===== src/rtl/mmio_uart_tx_if.sv =====
// CPU data-store bus as seen by memory-mapped peripherals.
interface mmio_uart_tx_if;
    logic        memwrite;
    logic [31:0] dataadr;
    logic [31:0] writedata;
    logic [3:0]  sel;

    modport master (output memwrite, dataadr, writedata, sel);
    modport slave  (input  memwrite, dataadr, writedata, sel);
endinterface


===== src/rtl/mmio_uart_tx.sv =====
// Memory-mapped UART transmitter: byte stores to UART_ADDR are queued and sent as 8N1 frames.
// Define UART_PARITY_EN to insert an even-parity bit (8E1).
module mmio_uart_tx #(
    parameter logic [31:0] UART_ADDR    = 32'h0000_FF00,
    parameter int unsigned CLKS_PER_BIT = 16,
    parameter int unsigned FIFO_DEPTH   = 8
) (
    input  logic                 clk,
    input  logic                 rst,
    mmio_uart_tx_if.slave        bus,
    output logic                 tx,
    output logic                 busy,
    output logic                 fifo_full,
    output logic                 fifo_empty,
    output logic [7:0]           drop_cnt
);
    localparam int unsigned AW = $clog2(FIFO_DEPTH);
    localparam int unsigned CW = AW + 1;
    localparam int unsigned BW = (CLKS_PER_BIT > 1) ? $clog2(CLKS_PER_BIT) : 1;
    localparam logic [CW-1:0] FULL_CNT  = CW'(FIFO_DEPTH);
    localparam logic [BW-1:0] BAUD_LAST = BW'(CLKS_PER_BIT - 1);

    typedef enum logic [2:0] {
        S_IDLE,
        S_START,
        S_DATA,
`ifdef UART_PARITY_EN
        S_PARITY,
`endif
        S_STOP
    } state_t;

    state_t          r_state, w_state_next;
    logic [BW-1:0]   r_baud, w_baud_next;
    logic [2:0]      r_bit, w_bit_next;
    logic [7:0]      r_shift, w_shift_next;
    logic            r_tx, w_tx_next;
    logic            r_busy;
    logic            w_pop;
    logic            w_baud_done;

    logic [7:0]      r_mem [FIFO_DEPTH];
    logic [AW-1:0]   r_wptr, r_rptr;
    logic [CW-1:0]   r_count, w_count_next;
    logic            r_full, r_empty;
    logic [7:0]      r_drop;
    logic            w_push, w_push_ok, w_drop;
    logic [7:0]      w_lane;
    logic [7:0]      w_head;

`ifdef UART_PARITY_EN
    logic            r_parity;
`endif

    assign w_push    = bus.memwrite && (bus.dataadr == UART_ADDR) && (bus.sel != '0);
    assign w_push_ok = w_push && (r_count != FULL_CNT);
    assign w_drop    = w_push && (r_count == FULL_CNT);
    assign w_head    = r_mem[r_rptr];

    // Lowest enabled byte lane wins when several are set.
    always_comb begin
        w_lane = bus.writedata[7:0];
        if (bus.sel[0])      w_lane = bus.writedata[7:0];
        else if (bus.sel[1]) w_lane = bus.writedata[15:8];
        else if (bus.sel[2]) w_lane = bus.writedata[23:16];
        else if (bus.sel[3]) w_lane = bus.writedata[31:24];
    end

    always_comb begin
        w_count_next = r_count;
        if (w_push_ok && !w_pop)      w_count_next = r_count + CW'(1);
        else if (!w_push_ok && w_pop) w_count_next = r_count - CW'(1);
    end

    always_ff @(posedge clk) begin
        if (w_push_ok) r_mem[r_wptr] <= w_lane;
    end

    always_ff @(posedge clk or posedge rst) begin
        if (rst) begin
            r_wptr  <= '0;
            r_rptr  <= '0;
            r_count <= '0;
            r_full  <= 1'b0;
            r_empty <= 1'b1;
            r_drop  <= '0;
        end else begin
            if (w_push_ok) r_wptr <= r_wptr + AW'(1);
            if (w_pop)     r_rptr <= r_rptr + AW'(1);
            r_count <= w_count_next;
            r_full  <= (w_count_next == FULL_CNT);
            r_empty <= (w_count_next == '0);
            if (w_drop && (r_drop != '1)) r_drop <= r_drop + 8'd1;
        end
    end

    assign w_baud_done = (r_baud == BAUD_LAST);

    always_ff @(posedge clk or posedge rst) begin
        if (rst) begin
            r_state <= S_IDLE;
            r_baud  <= '0;
            r_bit   <= '0;
            r_shift <= '0;
            r_tx    <= 1'b1;
            r_busy  <= 1'b0;
        end else begin
            r_state <= w_state_next;
            r_baud  <= w_baud_next;
            r_bit   <= w_bit_next;
            r_shift <= w_shift_next;
            r_tx    <= w_tx_next;
            r_busy  <= (w_state_next != S_IDLE);
        end
    end

`ifdef UART_PARITY_EN
    always_ff @(posedge clk or posedge rst) begin
        if (rst)        r_parity <= 1'b0;
        else if (w_pop) r_parity <= ^w_head;
    end
`endif

    // tx is registered from the next state so the line changes on the same edge as the state.
    always_comb begin
        w_state_next = r_state;
        w_baud_next  = r_baud;
        w_bit_next   = r_bit;
        w_shift_next = r_shift;
        w_pop        = 1'b0;
        w_tx_next    = 1'b1;

        case (r_state)
            S_IDLE: begin
                if (r_count != '0) begin
                    w_pop        = 1'b1;
                    w_shift_next = w_head;
                    w_baud_next  = '0;
                    w_state_next = S_START;
                end
            end
            S_START: begin
                if (w_baud_done) begin
                    w_baud_next  = '0;
                    w_bit_next   = '0;
                    w_state_next = S_DATA;
                end else begin
                    w_baud_next = r_baud + BW'(1);
                end
            end
            S_DATA: begin
                if (w_baud_done) begin
                    w_baud_next  = '0;
                    w_shift_next = {1'b0, r_shift[7:1]};
                    if (r_bit == 3'd7) begin
`ifdef UART_PARITY_EN
                        w_state_next = S_PARITY;
`else
                        w_state_next = S_STOP;
`endif
                    end else begin
                        w_bit_next = r_bit + 3'd1;
                    end
                end else begin
                    w_baud_next = r_baud + BW'(1);
                end
            end
`ifdef UART_PARITY_EN
            S_PARITY: begin
                if (w_baud_done) begin
                    w_baud_next  = '0;
                    w_state_next = S_STOP;
                end else begin
                    w_baud_next = r_baud + BW'(1);
                end
            end
`endif
            S_STOP: begin
                if (w_baud_done) begin
                    w_baud_next  = '0;
                    w_state_next = S_IDLE;
                end else begin
                    w_baud_next = r_baud + BW'(1);
                end
            end
            default: w_state_next = S_IDLE;
        endcase

        case (w_state_next)
            S_START:  w_tx_next = 1'b0;
            S_DATA:   w_tx_next = w_shift_next[0];
`ifdef UART_PARITY_EN
            S_PARITY: w_tx_next = r_parity;
`endif
            default:  w_tx_next = 1'b1;
        endcase
    end

    assign tx         = r_tx;
    assign busy       = r_busy;
    assign fifo_full  = r_full;
    assign fifo_empty = r_empty;
    assign drop_cnt   = r_drop;
endmodule


===== src/flat_wrapper.sv =====
// flat-port wrapper written by rule: the top's interface ports become plain ports
module mmio_uart_tx_flat 
#(
    parameter logic [31:0] UART_ADDR    = 32'h0000_FF00,
    parameter int unsigned CLKS_PER_BIT = 16,
    parameter int unsigned FIFO_DEPTH   = 8
)
  (clk, rst, tx, busy, fifo_full, fifo_empty, drop_cnt, bus_memwrite, bus_dataadr, bus_writedata, bus_sel);
  mmio_uart_tx_if bus_i ();
  input  logic clk;
  input  logic rst;
  output logic tx;
  output logic busy;
  output logic fifo_full;
  output logic fifo_empty;
  output logic [7:0] drop_cnt;
  input wire logic [$bits(bus_i.memwrite)-1:0] bus_memwrite;
  input wire logic [$bits(bus_i.dataadr)-1:0] bus_dataadr;
  input wire logic [$bits(bus_i.writedata)-1:0] bus_writedata;
  input wire logic [$bits(bus_i.sel)-1:0] bus_sel;
  assign bus_i.memwrite = bus_memwrite;
  assign bus_i.dataadr = bus_dataadr;
  assign bus_i.writedata = bus_writedata;
  assign bus_i.sel = bus_sel;
  mmio_uart_tx #(.UART_ADDR(UART_ADDR), .CLKS_PER_BIT(CLKS_PER_BIT), .FIFO_DEPTH(FIFO_DEPTH)) u_core (.clk(clk), .rst(rst), .bus(bus_i), .tx(tx), .busy(busy), .fifo_full(fifo_full), .fifo_empty(fifo_empty), .drop_cnt(drop_cnt));
endmodule

===== config.mk =====
export PLATFORM = sky130hd
export DESIGN_NAME = mmio_uart_tx_flat
export DESIGN_NICKNAME = d
export VERILOG_FILES = /design/src/rtl/mmio_uart_tx_if.sv /design/src/rtl/mmio_uart_tx.sv /design/src/flat_wrapper.sv
export SDC_FILE = /design/constraint.sdc
export NUM_CORES = 1
export LEC_CHECK = 0
export BUFFER_PORTS_ARGS = -buffer_cell sky130_fd_sc_hd__buf_4
export CAP_MARGIN = 20
export CORE_UTILIZATION = 40
export CTS_CLUSTER_DIAMETER = 100
export DETAILED_ROUTE_END_ITERATION = 6
export GPL_ROUTABILITY_DRIVEN = 0
export SYNTH_ARGS = -nofsm -noshare
export SYNTH_HDL_FRONTEND = slang
export SYNTH_SLANG_ARGS = --single-unit
export TNS_END_PERCENT = 100

===== constraint.sdc =====
create_clock -name clk -period 2.7 [get_ports clk]
set_input_delay 0.81 -clock clk [delete_from_list [all_inputs] [get_ports clk]]
set_output_delay 0.81 -clock clk [all_outputs]
set_load 0.05 [all_outputs]

# ---- Word level (Yosys, flattened, before mapping)
# Memories as Yosys holds them, arrays and structs flattened.
# Cells that the tools add are included.
dict set report word_totals {
  regBits 40
  memories 1
  mem_bits_rw 64
  word_cells 85
}
dict set report op_classes {
  mux 27
  n_eq_ne 16
  n_reduce_logical 21
  add_sub_neg 7
}
# memory words width read_ports rd_clocked_by_memory_dff wr line_no
set mem_list {}
lappend mem_list {u_core.r_mem 8 8 1 0 1 mmio_uart_tx.sv:42} ;# logic [7:0] r_mem [FIFO_DEPTH];
# cell count
set op_table {}
lappend op_table {{two-way mux 8 bit} 6}
lappend op_table {{equality test 32 x 16 -> 1 bit (second input constant)} 1}
lappend op_table {{two-way mux 3 bit} 8}
lappend op_table {{two-way mux 4 bit} 4}
lappend op_table {{one-hot mux 8 bit (2 select lines)} 1}
lappend op_table {{equality test 4 bit (second input constant)} 3}
lappend op_table {{one-hot mux 3 bit (4 select lines)} 1}
lappend op_table {{adder 3 x 1 -> 3 bit (second input constant)} 3}
lappend op_table {{equality test 3 x 2 -> 1 bit (second input constant)} 3}
lappend op_table {{adder 4 x 1 -> 4 bit (second input constant)} 2}
lappend op_table {{adder 8 x 1 -> 8 bit (second input constant)} 1}
lappend op_table {{!= test 8 bit (second input constant)} 1}
lappend op_table {{one-hot mux 4 bit (2 select lines)} 1}
lappend op_table {{nonzero test 4 bit} 2}
lappend op_table {{logical AND 1 bit} 7}
lappend op_table {{equality test 3 x 1 -> 1 bit (second input constant)} 2}
lappend op_table {{!= test 2 x 1 -> 1 bit (second input constant)} 3}
lappend op_table {{one-hot mux 3 bit (2 select lines)} 1}
lappend op_table {{nonzero test 2 bit} 3}
lappend op_table {{logical NOT 4 bit} 1}
lappend op_table {{two-way mux 1 bit} 4}
lappend op_table {{!= test 4 bit (second input constant)} 1}
lappend op_table {{AND reduction 4 bit} 1}
lappend op_table {{subtractor 4 x 1 -> 4 bit (second input constant)} 1}
lappend op_table {{other kinds (9)} 10}

# ---- Logic depth before layout (Yosys ltp)
dict set report depth {
  ltp_word 9
  mapped_depth 11
}

# ---- Worst setup path before layout
# OpenSTA, ideal clock, no wires.
dict set report synth_timing {
  path_type {input -> register}
  from {in bus_sel[0]}
  to {mem u_core.r_mem[0][0], enable pin}
  n_path_buf 1
  path_stages 6
  setup_time_ps 385
  t_arrival_ps 2804
  setup_slack_ps -490
  cell_sequence {buf_2 -> nor4_1 -> or4_4 -> nor4_1 -> nor2b_1 -> nor3b_1}
}
dict set report synth_between {
  elab_chain_len 5
}
# item line_no
set synth_lines {}
lappend synth_lines {{start, declared} flat_wrapper.sv:20} ;# input wire logic [$bits(bus_i.sel)-1:0] bus_sel;
lappend synth_lines {{nonzero test 4 bit} mmio_uart_tx.sv:55} ;# assign w_push = bus.memwrite && (bus.dataadr == UART_ADDR) && (bus.sel != '0);
lappend synth_lines {{logical AND 1 bit} mmio_uart_tx.sv:55}
lappend synth_lines {{logical AND 1 bit} mmio_uart_tx.sv:56} ;# assign w_push_ok = w_push && (r_count != FULL_CNT);
lappend synth_lines {{two-way mux 1 bit} mmio_uart_tx.sv:76} ;# if (w_push_ok) r_mem[r_wptr] <= w_lane;
lappend synth_lines {{two-way mux 1 bit (implied by the code)} mmio_uart_tx.sv:76}
lappend synth_lines {{end, declared} mmio_uart_tx.sv:42}
# No other way between the ends.

# ---- Worst setup path in the final report
dict set report layout_timing {
  from {reg u_core.r_count[1]}
  to {reg u_core.r_count[3]}
}
dict set report layout_between {
  elab_chain_len 6
  word_cells_on_any_way 13
}
# item line_no
set layout_lines {}
lappend layout_lines {{start, declared} mmio_uart_tx.sv:44} ;# logic [CW-1:0] r_count, w_count_next;
lappend layout_lines {{start signal, assigned} mmio_uart_tx.sv:90} ;# r_count <= w_count_next;
lappend layout_lines {{nonzero test 4 bit / != test 4 bit (equally long branches)} {mmio_uart_tx.sv:135, mmio_uart_tx.sv:56}}
lappend layout_lines {{two-way mux 1 bit / logical AND 1 bit (equally long branches)} {mmio_uart_tx.sv:135, mmio_uart_tx.sv:56}}
lappend layout_lines {{two-way mux 1 bit / logical NOT 1 bit (equally long branches)} {mmio_uart_tx.sv:133, mmio_uart_tx.sv:72}}
lappend layout_lines {{logical AND 1 bit / logical NOT 1 bit (equally long branches)} {mmio_uart_tx.sv:72, mmio_uart_tx.sv:71}}
lappend layout_lines {{two-way mux 4 bit / logical AND 1 bit (equally long branches)} {mmio_uart_tx.sv:72, mmio_uart_tx.sv:71}}
lappend layout_lines {{two-way mux 4 bit (*)} mmio_uart_tx.sv:71} ;# if (w_push_ok && !w_pop) w_count_next = r_count + CW'(1);
lappend layout_lines {{via u_core.w_count_next[3]} mmio_uart_tx.sv:44}
# Mark *: on every way through the listed nets, which the timed path passes. The rest lies on a longest branch.
# A chain may end at the register's enable or synchronous reset.

==> results.cfg <==
[die]
die-area_mm2 = 0.01253
core.rowCount = 39
initial_core_util_pct = 41.64
pin_count = 83
chipHeight_um = 112.0
die_w_um = 112.0
floorplan.core_area_mm2 = 0.01161

[drt]
drc_errors = 0
average_routed_wire_per_standard_cell_um = 15.35
overall_via_count_from_detail_route = 3267
drt_pass1_iterations = 4
detailedRoute.firstIterationViolations = 104
detail_route.wirelength_mm = 9.472
post_drt_via_cell_ratio = 5.295
antenna_violation_net_count_after_detailed_routing = 0

[sta]
grt_setup_unrepaired = false
final_hold_viol_count = 0
worst-slew-pin-transition_ns = 0.7972
fmax_mhz = 408.9
fin_crit_sh_pct = 90.57
period_minus_slack_ns = 2.445
setup_viol = 0
timing.slew.headroom_pct = 46.74
clock-skew-final_ns = 0.008866
hold-worst-slack_ns = 0.5012
finalMaxSlewViolations = 0

[cts]
clock_insertion_delay_worst_skew_ns = 0.35
cts_max_level = 3
clk_path_buf_depth = 2
tritoncts_clock_tree = built
clkSlewWorstSetupHoldPaths_ns = 0.07
cts_resized = 0
cts-buffers-inserted = 9
clock_sinks = 104
ctsRootBufferMaster = sky130_fd_sc_hd__clkbuf_16
hold_buf_count_cts = 0
post-cts-setup-buffer-count = 0

[synthesis]
synth_enable_flop_cells = 64
synth_top_cell_area_share_pct = 39.74
postSynthRegisterBits = 104
yosys-mux-area-fraction_pct = 10.01
synth.distinct_cells = 57
post_synth_main_area_contributors = sky130_fd_sc_hd__edfxtp_1 (40%), sky130_fd_sc_hd__dfrtp_1 (20%), sky130_fd_sc_hd__mux4_2 (6.5%)
synthXorXnorAreaFrac_pct = 3.079
synth_sequential_area_ratio_pct = 60.49
synth.cell_area_mm2 = 0.004836
synth_top_area_cell = sky130_fd_sc_hd__edfxtp_1
async_reset_ff_share_pct = 38.46
yosys-top-cells-count = sky130_fd_sc_hd__edfxtp_1 (64), sky130_fd_sc_hd__dfrtp_1 (38), sky130_fd_sc_hd__nand2_1 (29)
synth_ff_type = sky130_fd_sc_hd__edfxtp_1
post_synth_fa_ha_maj_area_fraction_pct = 2.329
synth_cells = 363
synth_compound_area_share_pct = 8.771
synth_most_common_cell = sky130_fd_sc_hd__edfxtp_1
post_synthesis_net_count = 443
yosys_warnings = 0
dominant_combinational_cell_family_by_area_after_synthesis = simple AND/OR/NAND/NOR gates
syn_avg_cell_area_um2 = 13.32
post_synth_and_or_nand_nor_area_fraction_pct = 13.25

[cells_and_area]
nets = 549
final_layout_size_suffix_gt1_share_pct = 37.34
antenna_cells_inserted = 0
final_design_area_no_fill_mm2 = 0.006271
layout-area-overhead-vs-synth_pct = 29.68
final_core_utilization_pct = 54.00
finished_layout_cells = 617

[global_routing]
grt_first_pass_wirelength_mm = 16.24
grt_use_total_pct = 16.63
grt_pass1_vias = 3351
pin_count_of_the_biggest_net_entering_global_routing = 41
grt.overflow.total = 0
antenna_found_initial = 0

[place]
dp_cells = 601
place.port_buffers = 82
placedInstanceArea_mm2 = 0.005973
placed_wire_length_estimate_after_detailed_placement_mm = 6.902

[critical_path]
critical-path-slowest-cell = sky130_fd_sc_hd__nor3b_1
cp-start-kind = flip-flop
cp.required_ns = 2.97
crit_type = flip-flop to flip-flop
crit_arrival_ns = 2.71
critical_path.max_stage_delay_ns = 0.68
cp-end-kind = flip-flop
worstPathBufferInverterCount = 2
critical_path.top_delay_family = simple AND/OR/NAND/NOR gates
reg2reg_setup_slack_ns = 0.25
cp_cell_instances = inv_1, ha_1, nor3b_1, nor4_4, buf_4, or3_1, o21ai_0, xnor2_1
critical_path.max_fanout = 9

[power]
power_uw = 4644
largest_vdd_supply_drop_v = 0.0003379
leakage_power_uw = 0.002483
p_per_area_mw_per_mm2 = 740.6

[outcome]
outcome = complete, no violations

[worst_hold_path]
timing.hold.worst.class = flip-flop to flip-flop

[job]
max_cap_viol_count = 0
[path summary, 6_finish.rpt]
path | from | endpoint | depth (start not counted)
setup / recovery | u_core.r_count[1] | u_core.r_count[3] | 8
setup reg to reg | u_core.r_count[1] | u_core.r_count[3] | 8
max in group asynchronous | rst | u_core.fifo_empty | 3
min in group asynchronous | rst | u_core.r_rptr[1] | 3
hold reg to reg | u_core.drop_cnt[7] | u_core.drop_cnt[7] | 1
hold / removal | u_core.drop_cnt[7] | u_core.drop_cnt[7] | 1
[layer usage]
| metal | vias up | GRT usage (%) | part of all wire [%] |
|---|---|---|---|
| li1 | 1600 | - | - |
| met1 | 1560 | 21.52 | 45 |
| met2 | 97 | 27.83 | 49 |
| met3 | 10 | 3.048 | 4.7 |
| met4 | 0 | 6.489 | 1.6 |
| met5 | - | 0 | 0 |
[sequential cells by signal (all words and copies together) (netlist names)]
name / count
u_core.r_state: 3
u_core.r_shift: 8
u_core.busy: 1
u_core.r_wptr: 3
u_core.fifo_empty: 1
u_core.drop_cnt: 8
u_core.r_mem: 64
u_core.r_bit: 3
u_core.r_rptr: 3
u_core.tx: 1
u_core.r_count: 4
u_core.fifo_full: 1
u_core.r_baud: 4
[cells in the final DEF, fill, tap and decap left out, types with 3 or more instances in the layout]
cell type / n
sky130_fd_sc_hd__mux4_2: 14
sky130_fd_sc_hd__clkbuf_16: 9
sky130_fd_sc_hd__a22oi_1: 14
sky130_fd_sc_hd__a21oi_1: 14
sky130_fd_sc_hd__ha_1: 9
sky130_fd_sc_hd__inv_1: 4
sky130_fd_sc_hd__xnor2_1: 13
sky130_fd_sc_hd__nand3_1: 8
sky130_fd_sc_hd__nor2_1: 19
sky130_fd_sc_hd__or2_2: 3
sky130_fd_sc_hd__edfxtp_1: 64
sky130_fd_sc_hd__mux2i_1: 9
sky130_fd_sc_hd__dfrtp_1: 38
sky130_fd_sc_hd__xor2_1: 4
sky130_fd_sc_hd__a22o_1: 5
sky130_fd_sc_hd__nor3b_4: 3
sky130_fd_sc_hd__buf_12: 8
sky130_fd_sc_hd__o21ai_0: 20
sky130_fd_sc_hd__buf_4: 107
sky130_fd_sc_hd__nor4_1: 5
sky130_fd_sc_hd__nor3_1: 5
sky130_fd_sc_hd__mux2_2: 7
sky130_fd_sc_hd__nand4_1: 8
sky130_fd_sc_hd__nand2_1: 28
[stage by stage]
stage	TNS [ns]	setup WS, ns
after floorplan	-0.01363	-0.007501
final	0	0.2546
after global placement	-0.7614	-0.03755
after global routing	0	0.1068
after CTS	0	0.2209
after detailed placement	-5.500	-0.1302
[power breakdown]
| group | internal, uW | switching, uW | leakage (uW) |
|---|---|---|---|
| Sequential | 1870 | 213 | 0.00107 |
| Clock | 653 | 624 | 0.000143 |
| Combinational | 654 | 633 | 0.00127 |
[kinds of logic (layout without fill, tap and decap cells)]
kind of cell,after synthesis,count (layout)
adders and majority gates,9,9
other,1,1
muxes,30,30
DFF,104,104
buffers and inverters,24,135
AOI/OAI and AO/OA,66,66
xor gates and xnor gates,17,17
and+or+nand+nor,112,112
[worst register-to-register path: stages, from the launching register on]
cell	delay, ns
sky130_fd_sc_hd__dfrtp_1	0.44
sky130_fd_sc_hd__inv_1	0.12
sky130_fd_sc_hd__ha_1	0.20
sky130_fd_sc_hd__nor3b_1	0.68
sky130_fd_sc_hd__nor4_4	0.10
sky130_fd_sc_hd__buf_4	0.21
sky130_fd_sc_hd__or3_1	0.36
sky130_fd_sc_hd__o21ai_0	0.11
sky130_fd_sc_hd__xnor2_1	0.14
[area by class of cell]
| type | instances | area [um^2] |
|---|---|---|
| fill | 993 | 5343 |
| sequential | 104 | 2925 |
| multi-input combinational | 235 | 1891 |
| clock inverter | 7 | 72.57 |
| tap | 143 | 178.9 |
| timing repair buffer | 115 | 963.4 |
| clock buffer | 9 | 225.2 |
| inverter | 4 | 15.01 |
Power figures use the tool's default switching activity.
